<file path="src/rtl/gf180mcu_ocd_io__gpio_bank.sv">
// N-channel GPIO bank: register port, pad-control flops, synchronised and
// debounced pad inputs, and sticky per-channel edge interrupts.
module gf180mcu_ocd_io__gpio_bank #(
  parameter int unsigned N       = 8,
  parameter int unsigned DEB_CYC = 4
) (
  input  logic         CLK,
  input  logic         RST,
  input  logic         WE,
  input  logic         RE,
  input  logic [3:0]   ADDR,
  input  logic [N-1:0] WDATA,
  output logic [N-1:0] RDATA,
  output logic         IRQ,
  output logic [N-1:0] PAD_A,
  output logic [N-1:0] PAD_OE,
  output logic [N-1:0] PAD_IE,
  output logic [N-1:0] PAD_PU,
  output logic [N-1:0] PAD_PD,
  output logic [N-1:0] PAD_SL,
  output logic [N-1:0] PAD_CS,
  input  logic [N-1:0] PAD_Y
);

  localparam int unsigned CW = (DEB_CYC > 2) ? $clog2(DEB_CYC) : 1;

  logic [N-1:0] dout, oe, ie, pu, pd, sl, cs, edge_sel, irq_en, irq_stat;
  logic [N-1:0] dout_n, oe_n, ie_n, pu_n, pd_n, sl_n, cs_n, edge_n, irq_en_n, irq_stat_n;
  logic [N-1:0] stat_clr, ev;
  logic [N-1:0] s1, s2, din, din_q;
  logic [N-1:0] rd_c;

  // Edge events: rising or falling per channel as selected by EDGE.
  assign ev = (edge_sel & din & ~din_q) | (~edge_sel & ~din & din_q);

  // Register-port next-state decode; an event on a bit beats its clear.
  always_comb begin
    dout_n   = dout;
    oe_n     = oe;
    ie_n     = ie;
    pu_n     = pu;
    pd_n     = pd;
    sl_n     = sl;
    cs_n     = cs;
    edge_n   = edge_sel;
    irq_en_n = irq_en;
    stat_clr = '0;
    if (WE) begin
      case (ADDR)
        4'd0:    dout_n   = WDATA;
        4'd1:    oe_n     = WDATA;
        4'd2:    ie_n     = WDATA;
        4'd3:    pu_n     = WDATA;
        4'd4:    pd_n     = WDATA;
        4'd5:    sl_n     = WDATA;
        4'd6:    cs_n     = WDATA;
        4'd7:    edge_n   = WDATA;
        4'd8:    irq_en_n = WDATA;
        4'd9:    stat_clr = WDATA;
        default: ;
      endcase
    end
    irq_stat_n = (irq_stat & ~stat_clr) | ev;
  end

  // Read mux on current (pre-write) register values.
  always_comb begin
    rd_c = '0;
    case (ADDR)
      4'd0:    rd_c = dout;
      4'd1:    rd_c = oe;
      4'd2:    rd_c = ie;
      4'd3:    rd_c = pu;
      4'd4:    rd_c = pd;
      4'd5:    rd_c = sl;
      4'd6:    rd_c = cs;
      4'd7:    rd_c = edge_sel;
      4'd8:    rd_c = irq_en;
      4'd9:    rd_c = irq_stat;
      4'd10:   rd_c = din;
      default: rd_c = '0;
    endcase
  end

  // Control registers, pull outputs, interrupt and read data.
  always_ff @(posedge CLK) begin
    if (RST) begin
      dout     <= '0;
      oe       <= '0;
      ie       <= '0;
      pu       <= '0;
      pd       <= '0;
      sl       <= '0;
      cs       <= '0;
      edge_sel <= '0;
      irq_en   <= '0;
      irq_stat <= '0;
      PAD_PU   <= '0;
      PAD_PD   <= '0;
      IRQ      <= 1'b0;
      RDATA    <= '0;
      din_q    <= '0;
    end else begin
      dout     <= dout_n;
      oe       <= oe_n;
      ie       <= ie_n;
      pu       <= pu_n;
      pd       <= pd_n;
      sl       <= sl_n;
      cs       <= cs_n;
      edge_sel <= edge_n;
      irq_en   <= irq_en_n;
      irq_stat <= irq_stat_n;
      PAD_PU   <= pu_n & ~pd_n;
      PAD_PD   <= pd_n & ~pu_n;
      IRQ      <= |(irq_stat_n & irq_en_n);
      if (RE) RDATA <= rd_c;
      din_q    <= din;
    end
  end

  assign PAD_A  = dout;
  assign PAD_OE = oe;
  assign PAD_IE = ie;
  assign PAD_SL = sl;
  assign PAD_CS = cs;

  // Two-flop synchroniser, held at zero on channels with input disabled.
  always_ff @(posedge CLK) begin
    if (RST) begin
      s1 <= '0;
      s2 <= '0;
    end else begin
      s1 <= PAD_Y & ie;
      s2 <= s1 & ie;
    end
  end

  generate
    if (DEB_CYC == 0) begin : g_nodeb
      assign din = s2;
    end else begin : g_deb
      logic [CW-1:0] cnt [N];
      // Per-channel debounce: DIN follows s2 only after DEB_CYC stable cycles.
      always_ff @(posedge CLK) begin
        if (RST) begin
          din <= '0;
          for (int i = 0; i < int'(N); i++) cnt[i] <= '0;
        end else begin
          for (int i = 0; i < int'(N); i++) begin
            if (!ie[i]) begin
              din[i] <= 1'b0;
              cnt[i] <= '0;
            end else if (s2[i] == din[i]) begin
              cnt[i] <= '0;
            end else if (cnt[i] == CW'(DEB_CYC - 1)) begin
              din[i] <= s2[i];
              cnt[i] <= '0;
            end else begin
              cnt[i] <= cnt[i] + CW'(1);
            end
          end
        end
      end
    end
  endgenerate

endmodule

</file>
<file path="config.mk">
export PLATFORM = sky130hd
export DESIGN_NAME = gf180mcu_ocd_io__gpio_bank
export DESIGN_NICKNAME = d
export VERILOG_FILES = /design/src/rtl/gf180mcu_ocd_io__gpio_bank.sv
export SDC_FILE = /design/constraint.sdc
export NUM_CORES = 1
export LEC_CHECK = 0
export CAP_MARGIN = 10
export CORE_UTILIZATION = 55
export CTS_CLUSTER_SIZE = 20
export DETAILED_ROUTE_END_ITERATION = 12
export DONT_BUFFER_PORTS = 1
export GPL_ROUTABILITY_DRIVEN = 0
export HOLD_SLACK_MARGIN = 0.1
export MAX_ROUTING_LAYER = met4
export PLACE_DENSITY = 0.74
export SLEW_MARGIN = 20
export SYNTH_ARGS = -nofsm -noshare
export SYNTH_HDL_FRONTEND = slang
export SYNTH_SLANG_ARGS = --single-unit
</file>
<file path="constraint.sdc">
create_clock -name CLK -period 1.7 [get_ports CLK]
set_input_delay 0.34 -clock CLK [delete_from_list [all_inputs] [get_ports CLK]]
set_output_delay 0.34 -clock CLK [all_outputs]
set_load 0.01 [all_outputs]
</file>
* Word-level counts from Yosys, hierarchy flattened
Memory sizes are Yosys's and may differ from the RTL's. Index checks and enable logic that the tools add are counted.
Operators by class: add/sub/neg operators 8, equal/unequal tests 26, multiplexer cells 179, bitwise operators 66, reduce and logical (&&, ||, !) cells 24
Operators with widths (count):
- $mux W1 | 138
- $pmux W8 S11 | 1
- $and A8 B8 Y8 | 10
- $mux W2 | 32
- $mux W8 | 8
- $not A8 Y8 | 6
- $or A1 B1 Y1 | 32
- $reduce_and A2 Y1 | 14
- $add A2 B1 Y2 const B | 8
- $eq A2 B2 Y1 const B | 8
- $eq A4 B3 Y1 const B | 4
- $not A1 Y1 | 16
- $or A8 B8 Y8 | 2
- $reduce_or A2 Y1 | 8
- $eq A4 B4 Y1 const B | 3
- $eq A1 B1 Y1 | 8
- $eq A4 B2 Y1 const B | 2
- $reduce_or A8 Y1 | 1
- $eq A4 B1 Y1 const B | 1
- $logic_not A4 Y1 | 1
Word-level totals: output and inout bits 65, memory bits (writable) 16, memories kept 1, bits of input ports 24, register bits 137
Memories:
- g_deb.cnt | words 8, bits a word 2, rd ports 8, clocked after memory_dff 0, write ports 8, line 143 | logic [CW-1:0] cnt [N];

* Depth between registers and ports, before layout
Gate-level depths: netlist of run 1.
word-level depth 8, gate-level depth with buffers 8, mapped depth without buffers 5

* Worst setup path after synthesis of run 1
OpenSTA, ideal clock, no wires.
path kind input to register, from input port ADDR[3], to register IRQ, arrival time 1.616 ns, path slack -0.041 ns, setup time 0.125 ns, stages 7, buffers on the path 2, cell sequence buf_4 > and2b_1 > buf_6 > nand3_4 > mux2i_1 > o22ai_1 > o41a_1
Between the ends: word-level cells in the longest chain between the ends 8
RTL lines:
- start, declared | line 11 | input logic [3:0] ADDR,
- $eq A4 B4 Y1 | line 49 | case (ADDR)
- $mux W8 | line 49
- $mux W8 | line 48 | if (WE) begin
- $not A8 Y8 | line 63 | irq_stat_n = (irq_stat & ~stat_clr) | ev;
- $and A8 B8 Y8 | line 63
- $or A8 B8 Y8 | line 63
- $and A8 B8 Y8 (*) | line 116 | IRQ <= |(irq_stat_n & irq_en_n);
- $reduce_or A8 Y1 (*) | line 116
- end signal, assigned | line 116
- end, declared | line 14 | output logic IRQ,
Mark *: on every way between the ends. The rest lies on a longest branch, timed or not. A chain may end at the register's enable or synchronous reset.

* Worst setup path in the final report of run 1
from input port ADDR[1], to register oe[7], in the netlist PAD_OE[7]
Between the ends: word-level cells in the longest chain between the ends 2
RTL lines:
- $eq A4 B1 Y1 | line 49
- $reduce_and A2 Y1 (no line)
- end signal, assigned | line 105 | oe <= oe_n;
- end, declared | line 27 | logic [N-1:0] dout, oe, ie, pu, pd, sl, cs, edge_sel, irq_en, irq_stat;
Every way passes these cells.

==> results.md, run 1 <==
- Flop and latch count out of synthesis: between 150 and 200
- Routed wire per std cell: 20.0 microns
- Sequential element share of the synthesized area: about half
- Via density: 5.91
- Max-slew violations: 0
- Fraction of the mapped netlist area in adder cells: 1.56%
- Met1 Use GR: about two fifths
- Synth Cell Area: between 0.006 and 0.007 sq mm
- Most flops, register: g_deb.cnt
- IO Pins: 89
- Core Area: 0.0114 sq mm
- CTS H-tree depth: 4
- Register area: between 0.003 and 0.004 sq mm
- Crit start category: primary input
- Starting DRT DRC Count: around 530
- Multi-input logic area: 0.00301 sq mm
- Ys flop type: dfxtp_1
- Max Cap Viol: 0
- Clock Latency Late Sink: approximately 430 ps
- Final setup fails: 0
- Max reg flops: 16
- Most frequent cells in the layout: dfxtp_1, nor2_1, mux2i_1
- Worst Hold Class: primary input to flop
- Syn avg cell area: roughly 10 sq um
- Pleak: 3.20 nW
- Largest family of logic cells by synthesized area: simple AND/OR/NAND/NOR gates
- CTS max path bufs: 2
- Critical Path End Type: flop
- XOR/XNOR Fraction of Synth Area: 1.10%
- Largest net degree at the start of global routing: between 60 and 70
- Commonest non-fill, non-tap cell in the layout: dfxtp_1
- Status: finished, final reports clean
- Final period util: a little over nine tenths
- Vias in the first global route: between 4000 and 5000
- Share of layout cells above drive strength 1: between 10% and 20%
- VDD IR max: 0.785 mV
- Post-synth EDFFs: 16
- Critical path class: primary input to flop
- Post-CTS setup buffer count: 0
- Antenna Cells: 0
- Most used cell, CP: nand2_1
- Starting Density: roughly 56%
- Number of core rows: 39
- Synth async-reset ratio: 0%
- Fillcell total: around 870
- Hold Violations, Final: 0
- WL final: 16900 microns
- DRC: 0
- I/O Buffers: 0
- CP Cell Sequence: and3b_2 > buf_4 > nand2_1 > nand2_1 > a21oi_1 > dlygate4sd3_1
- Area of the die: approximately 0.012 sq mm
- Fin Hold WS: approximately 110 ps
- Global-route wire length before repair: about 27000 microns
- Post-route ant nets: 0
- Area contributors post-synth: dfxtp_1, mux2i_1, edfxtp_1, nor2_1, mux4_2
- Final Net Count: between 700 and 800
- Clock Pin Slew Worst Setup and Hold Paths: 60 ps
- Mux cell area share after synthesis: 15.9%
- Largest area contributor in the netlist: dfxtp_1
- DP Worst Slack: -90.7 ps
- Busiest grt layer: met2
- Synth Area in Compound Gates: between 7 and 8%
- CTS buffer count: 17
- Fin crit period: roughly 1700 ps
- Area Overhead vs Synth: 20.8%
- Fin cells: 849
- Placed cells: between 700 and 800
- Largest stage delay, worst path: between 500 and 600 ps
- Crit path required time: about 2000 ps
- Die W: 110 microns
- PD cells: between 1000 and 1500 mW/mm^2
- 1st-pass router iterations: 7
- Die Height: 110 microns
- Via count: roughly 5000
- Initial antenna violation count: 0
- Total GRT Usage: around 31%
- Met2 Use GR: about 45%
- Clock tree from TritonCTS: yes
- CP max FO: 33
- Synth Instances: between 600 and 700
- GRT overflow: 0
- Root buf cell: clkbuf_16
- Distinct cells, synth: 44
- Simple-Gate Fraction of Synth Area: between 10% and 20%
- CP max stage cell: dlygate4sd3_1
- Final WS setup: a little over 40 ps
- Yosys warns: 0
- Critical path data arrival time: 1970 ps
- Clock Sinks: approximately 150
- M3 GR Usage: under 10%
- Clock skew: approximately 11 ps
- Top-area cell type share of the netlist area: 42.9%
- DP Wirelength: ~11000 microns
- Max Fclk: roughly 600 MHz
## cells by family (layout without fill, tap and decap cells)
family | Yosys count | count (layout)
and+or+nand+nor | 243 | 243
DFF | 153 | 153
muxes | 92 | 92
AOI/OAI and AO/OA | 78 | 78
buffers and inverters | 48 | 108
adders and majority gates | 8 | 8
xor gates and xnor gates | 8 | 8
other | 1 | 16
## layout make-up
type / count / area share [%]
clock inverters: 10 / 1.47
well taps: 143 / 2.32
flip-flops and latches: 153 / 41.7
repair buffers: 74 / 9.16
multi-input cells: 445 / 39.0
clock buffers: 22 / 6.28
inverters: 2 / 0.0972
## Yosys cell counts (10+ instances only)
master	instances
o21ai_0	10
and3_1	17
nand2_1	31
o22ai_1	14
nor2_1	87
and2_1	21
nand2b_1	17
nor2b_1	14
a21oi_1	27
mux2i_1	78
nand3_1	22
dfxtp_1	137
clkbuf_1	29
edfxtp_1	16
## path summary, 6_finish.rpt
kind / end / slack (ps) / startpoint / cells after the start
min: pd[0] / 110 / WDATA[0] / 2
max reg2reg: RDATA[2] / 60 / PAD_A[2] / 5
max: PAD_OE[7] / 40 / ADDR[1] / 6
min reg2reg: s2[7] / 430 / s1[7] / 1
## worst max-delay path, delay by kind of cell
| kind | cells | cell delay (ps) |
|---|---|---|
| compound gates | 1 | 80 |
| buf+inv | 2 | 760 |
| simple gates | 3 | 760 |
## what timing repair did
| item | in CTS | in global routing |
|---|---|---|
| hold endpoints to repair | 104 | 0 |
| endpoints found under the setup margin | 0 | 13 |
| hold buffers | 49 | 0 |
| resized for setup | 0 | 4 |
## per-layer routing
metal  vias up  wire (microns)
li1       2333               -
met2       233            7670
met1      2418            7350
met3        32            1590
met5         -               0
met4         0             328
## through the flow
stage / utilization (%) / cell area (sq um) / total power, W / setup TNS [ps]
2_1_floorplan: - / 6460 / 0.00405 / -19.7
3_3_place_gp: 58.1 / 6610 / 0.00401 / -34.0
3_5_place_dp: 58.1 / 6610 / 0.00402 / -143
4_1_cts: 67.9 / 7710 / 0.00787 / 0
5_1_grt: 68.0 / 7730 / 0.00808 / -4.95
6_report: 68.0 / 7730 / 0.00783 / 0
## where the power goes
part	internal, W	switching [W]
Sequential	0.00369	0.0000397
Clock	0.00232	0.00146
Combinational	0.000149	0.000168
Total	0.00616	0.00167
Note: power is estimated with default switching activity, not from simulation.
==> run 2: changes to the inputs <==
- CELL_PAD_IN_SITES_DETAIL_PLACEMENT: default -> 0
- CELL_PAD_IN_SITES_GLOBAL_PLACEMENT: default -> 1
- CORE_UTILIZATION: 55 -> 53
- PLACE_DENSITY: 0.74 -> 0.85
- clock period: 1.7 -> 2 ns (I/O delays scaled with it)
==> run 2 against run 1 <==
  * Non-clock buffer count fell by 41
  * The run now ends with design-rule violations left
  * Global-route usage fell by 3.0 points
  * Largest power group unchanged
  * Routed wire length fell by 6.4%
  * Power fell by 14%
==> results.md, run 2 (synthesized netlist as in run 1, its figures left out) <==
- Status: finished, violations left
- Failing checks: design-rule violations
- Via count: 4780
- Root buf cell: clkbuf_16
- Final Net Count: slightly below 700
- CTS H-tree depth: 4
- Commonest non-fill, non-tap cell in the layout: dfxtp_1
- Max Cap Viol: 0
- Net load switching power: around 0.0014 W
- Post-layout util: 63.2%
- Share of layout cells above drive strength 1: about a tenth
- Clock power frac: 49.4%
- Number of core rows: 39
- Critical path class: flop to flop
- Die W: about 110 microns
- Pleak: 2.99 nW
- GRT overflow: 0
- Total GRT Usage: between 20% and 30%
- VDD IR max: roughly 0.63 mV
- PD cells: approximately 900 mW/mm^2
- CP max FO: 3
- Routed wire per std cell: around 20 microns
- Crit path required time: between 2000 and 2500 ps
- Vias in the first global route: 4661
- Starting DRT DRC Count: around 400
- WL final: approximately 16000 microns
- 1st-pass router iterations: 9
- Core Area: roughly 0.012 sq mm
- Setup_tns: 0 ps
- Clock Sinks: 153
- Max reg flops: 16
- Switch share: 20.7%
- Register area: ~0.0032 sq mm
- Starting Density: 55.1%
- Antenna Cells: 0
- Clock skew: around 4.2 ps
- Most flops, register: g_deb.cnt
- Multi-input logic area: 0.00300 sq mm
- Initial antenna violation count: 0
- Clock Pin Slew Worst Setup and Hold Paths: approximately 60 ps
- Fin crit period: between 1500 and 2000 ps
- CTS max path bufs: 2
- I/O Buffers: 0
- Area Overhead vs Synth: 14.8%
- Final setup fails: 0
- Critical R2R Launch: PAD_A[4]
- Largest net degree at the start of global routing: just over 80
- Final period util: a little over nine tenths
- Post-CTS setup buffer count: 0
- Crit start category: flop
- Via density: about 6
- Hold_sp: WDATA[2]
- Total chip power: 0.00670 W
- Clock Latency Late Sink: around 420 ps
- Critical Path End Type: flop
- Max-slew violations: 0
- Post-route ant nets: 0
- Worst Hold Class: primary input to flop
- Hold Violations, Final: 0
- Clock tree from TritonCTS: yes
- DP Wirelength: 10700 microns
- RSZ-0062 raised after global routing: false
- CTS buffer count: 17
- Area of the die: around 0.013 sq mm
- Worst Setup SP: PAD_A[4]
- Critical path data arrival time: around 2200 ps
- Global-route wire length before repair: 25800 microns
- IO Pins: 89
- Combinational power share: between 3 and 4%
- Max Fclk: about 520 MHz
- Most frequent cells in the layout: dfxtp_1, nor2_1, mux2i_1
- Die Height: ~110 microns
- Int Pwr: about 0.0053 W
- Fillcell total: roughly 950
- DRC: 3
- Sequential power share: a little under half
==> run 2: cell count changes in the layout (fill, tap and decap cells not counted), sizes merged <==
cell,previous run,this run
buf,26,18
clkbuf,22,23
clkinv,4,3
dlygate4sd3,48,15
inv,4,3
==> run 2: timing repair <==
action,CTS,global route
endpoints found under the hold margin,97,0
setup endpoints to repair,0,3
hold buffers,16,0
gates resized for setup,0,4
==> run 2: power by group through the flow <==
stage | combinational (W) | sequential [W] | clock (W)
after global routing | 0.000241 | 0.00317 | 0.00351
after CTS | 0.000217 | 0.00317 | 0.00336
after floorplan | 0.000221 | 0.00322 | 0
after global placement | 0.000174 | 0.00323 | 0
final | 0.000221 | 0.00317 | 0.00331
after detailed placement | 0.000180 | 0.00324 | 0
==> run 2: layout make-up <==
type                    instances  share of cell area, %
well taps                     143                   2.44
clock inverters                 8                   1.45
inverters                       2                  0.102
clock buffers                  23                   7.09
multi-input cells             445                   40.9
flip-flops and latches        153                   43.9
repair buffers                 33                   4.16
==> run 2: through the flow <==
stage	setup slack (ps)	instance area, sq um	std cells	hold WS (ps)
after floorplan	199	6450	646	406
after CTS	38.1	7340	807	117
after global placement	130	6540	760	411
after global routing	12.2	7340	807	113
final	86.9	7340	807	126
after detailed placement	44.7	6540	760	419
==> run 2: path summary, 6_finish.rpt <==
path              end  slack (ps)  cells past startpoint
min reg2reg     s2[7]         430                      1
max reg2reg  RDATA[4]          90                      6
min          PAD_A[2]         130                      2
max          RDATA[4]          90                      6
==> run 2: per-layer routing <==
metal	part of all wire [%]	GRT usage, %
met1	46	37.1
met2	44	39.7
met3	8.6	9.31
met4	1.8	9.19
met5	0	-
==> run 2: critical path: stages (launching register included) <==
cell           delay (ps)
dfxtp_1               360
mux4_2                470
nor2_1                110
a211oi_1               60
o21ai_1               160
a21oi_1                80
dlygate4sd3_1         560
==> run 3: changes to the inputs <==
==> constraint.sdc (replaced) <==
create_clock -name CLK -period 2 [get_ports CLK]
set_input_delay 0.3 -clock CLK [delete_from_list [all_inputs] [get_ports CLK]]
set_output_delay 0.3 -clock CLK [all_outputs]
set_load 0.01 [all_outputs]
==> run 3 against run 2 <==
  * The flow still finishes with violations (design-rule violations)
  * Cell area up 0.75%
  * Flip-flop and latch count stayed put
  * Clock power fell by 5%
  * Clock skew up 1.3 ps
  * Non-clock buffer count grew 10
  * Count of clock-buffer cells in the layout fell by 2
  * Critical path depth unchanged
  * Global-route usage grew 1.4 points
  * Die area unchanged
  * Sequential share of layout area down 0.33 points
  * Register-to-register slack improved by 30 ps
  * Critical path type unchanged
  * Largest power group is now sequential cells
==> results.md, run 3 (synthesized netlist as in run 1, its figures left out) <==
- Status: finished, violations left
- Failing checks: design-rule violations
- CP max FO: 6
- Via count: roughly 5000
- Starting DRT DRC Count: ~400
- CTS buffer count: 17
- Fillcell total: around 950
- Clock skew: approximately 5.6 ps
- Area of the die: 0.0125 sq mm
- Max Cap Viol: 0
- VDD IR max: between 0.6 and 0.7 mV
- Register area: around 0.0032 sq mm
- Max-slew violations: 0
- Crit start category: flop
- Die W: between 100 and 150 microns
- Routed wire per std cell: between 20 and 25 microns
- Area Overhead vs Synth: 15.7%
- Clock tree from TritonCTS: yes
- Most frequent cells in the layout: dfxtp_1, nor2_1, mux2i_1
- CP Cell Sequence: mux4_2 > nor2_1 > a211oi_1 > o21ai_1 > a21oi_1 > dlygate4sd3_1
- Max reg flops: 16
- Setup_tns: 0 ps
- Critical R2R Launch: PAD_IE[4]
- Normalized max-slew margin: 53.6%
- Critical Path End Type: flop
- Worst Path Buf+Inv: 1
- Critical path data arrival time: 2190 ps
- Least-Margin Pin Slew: approximately 690 ps
- Vias in the first global route: roughly 4800
- Final Net Count: a little under 700
- DR top layer: met4
- Fin cells: roughly 820
- Total chip power: around 0.0066 W
- RSZ-0062 raised after global routing: false
- Met3 WL: ~1600 microns
- Fin crit period: 1880 ps
- Multi-input logic area: about 0.0030 sq mm
- Total GRT Usage: 29.3%
- 1st-pass router iterations: 9
- DP Wirelength: around 11000 microns
- Clock Latency Late Sink: roughly 430 ps
- Fin Hold WS: approximately 110 ps
- WL met2: 7480 microns
- Wl on met1: roughly 7400 microns
- PD cells: ~890 mW/mm^2
- GRT overflow: 0
- WL final: roughly 17000 microns
- Critical path class: flop to flop
- Final setup fails: 0
- Worst Setup SP: PAD_IE[4]
- Core Area: 0.0116 sq mm
- Antenna Cells: 0
- Most flops, register: g_deb.cnt
- CTS H-tree depth: 4
- Commonest non-fill, non-tap cell in the layout: dfxtp_1
- Share of layout cells above drive strength 1: about a tenth
- Number of core rows: 39
- Hold_sp: WDATA[3]
- I/O Buffers: 0
- Placed Area: 0.00652 sq mm
- Largest net degree at the start of global routing: slightly below 90
- Worst Hold Class: primary input to flop
- Post-CTS setup buffer count: 0
- Hold Violations, Final: 0
- Clock Pin Slew Worst Setup and Hold Paths: 60 ps
- Via density: between 5 and 6
- Global-route wire length before repair: between 20000 and 30000 microns
- Post-route cell area: between 0.007 and 0.008 sq mm
- Cell family with most CP delay: buffers and inverters
- Post-route ant nets: 0
- Max Fclk: 532 MHz
- CP max stage cell: dlygate4sd3_1
- Final period util: between 90 and 100%
- Die Height: 112 microns
- Crit path required time: approximately 2300 ps
- Placed cells: between 700 and 800
- Clock Sinks: ~150
- CTS max path bufs: 2
- Root buf cell: clkbuf_16
- Starting Density: between 50% and 60%
- DRC: 3
- IO Pins: just under 90
- Pleak: around 3.0 nW
- Initial antenna violation count: 0
- Largest stage delay, worst path: 560 ps
==> run 3: worst paths after layout <==
check	to	slack [ps]	cells past startpoint
worst max-delay path	RDATA[4]	120	6
worst min register to register	s2[7]	430	1
worst max register to register	RDATA[4]	120	6
worst min-delay path	irq_stat[3]	110	3
==> run 3: layout make-up <==
cell class | instances | share of cell area, %
clock buffers | 21 | 6.24
clock inverters | 11 | 1.61
well taps | 143 | 2.42
inverters | 2 | 0.101
multi-input cells | 445 | 40.5
flip-flops and latches | 153 | 43.6
repair buffers | 43 | 5.55
==> run 3: per-stage QoR <==
step           utilization (%)  setup slack (ps)
2_1_floorplan                -               299
3_3_place_gp              56.1               223
3_5_place_dp              56.1               195
4_1_cts                   63.7              81.9
5_1_grt                   63.7              9.30
6_report                  63.7               121
==> run 3: tightest hold or removal path, cell delays in order <==
cell and delay [ps]:
nand3_1 40, a21oi_1 80, nor2_1 90
==> run 3: repair_timing <==
item,4_1_cts,5_1_grt
hold buffers,28,0
setup endpoints to repair,0,1
resized for setup,0,2
hold endpoints to repair,116,0
==> run 3: metal layers <==
| metal | track usage (%) | vias to the layer above |
|---|---|---|
| met5 | - | - |
| li1 | - | 2291 |
| met1 | 38.8 | 2391 |
| met2 | 41.8 | 190 |
| met4 | 9.64 | 0 |
| met3 | 9.80 | 23 |
==> run 3: power breakdown <==
part / leakage, nW / switching, W / internal (W) / total, W
Sequential: 1.27 / 0.0000353 / 0.00313 / 0.00317
Clock: 0.279 / 0.00124 / 0.00190 / 0.00314
Combinational: 1.44 / 0.000159 / 0.000115 / 0.000274
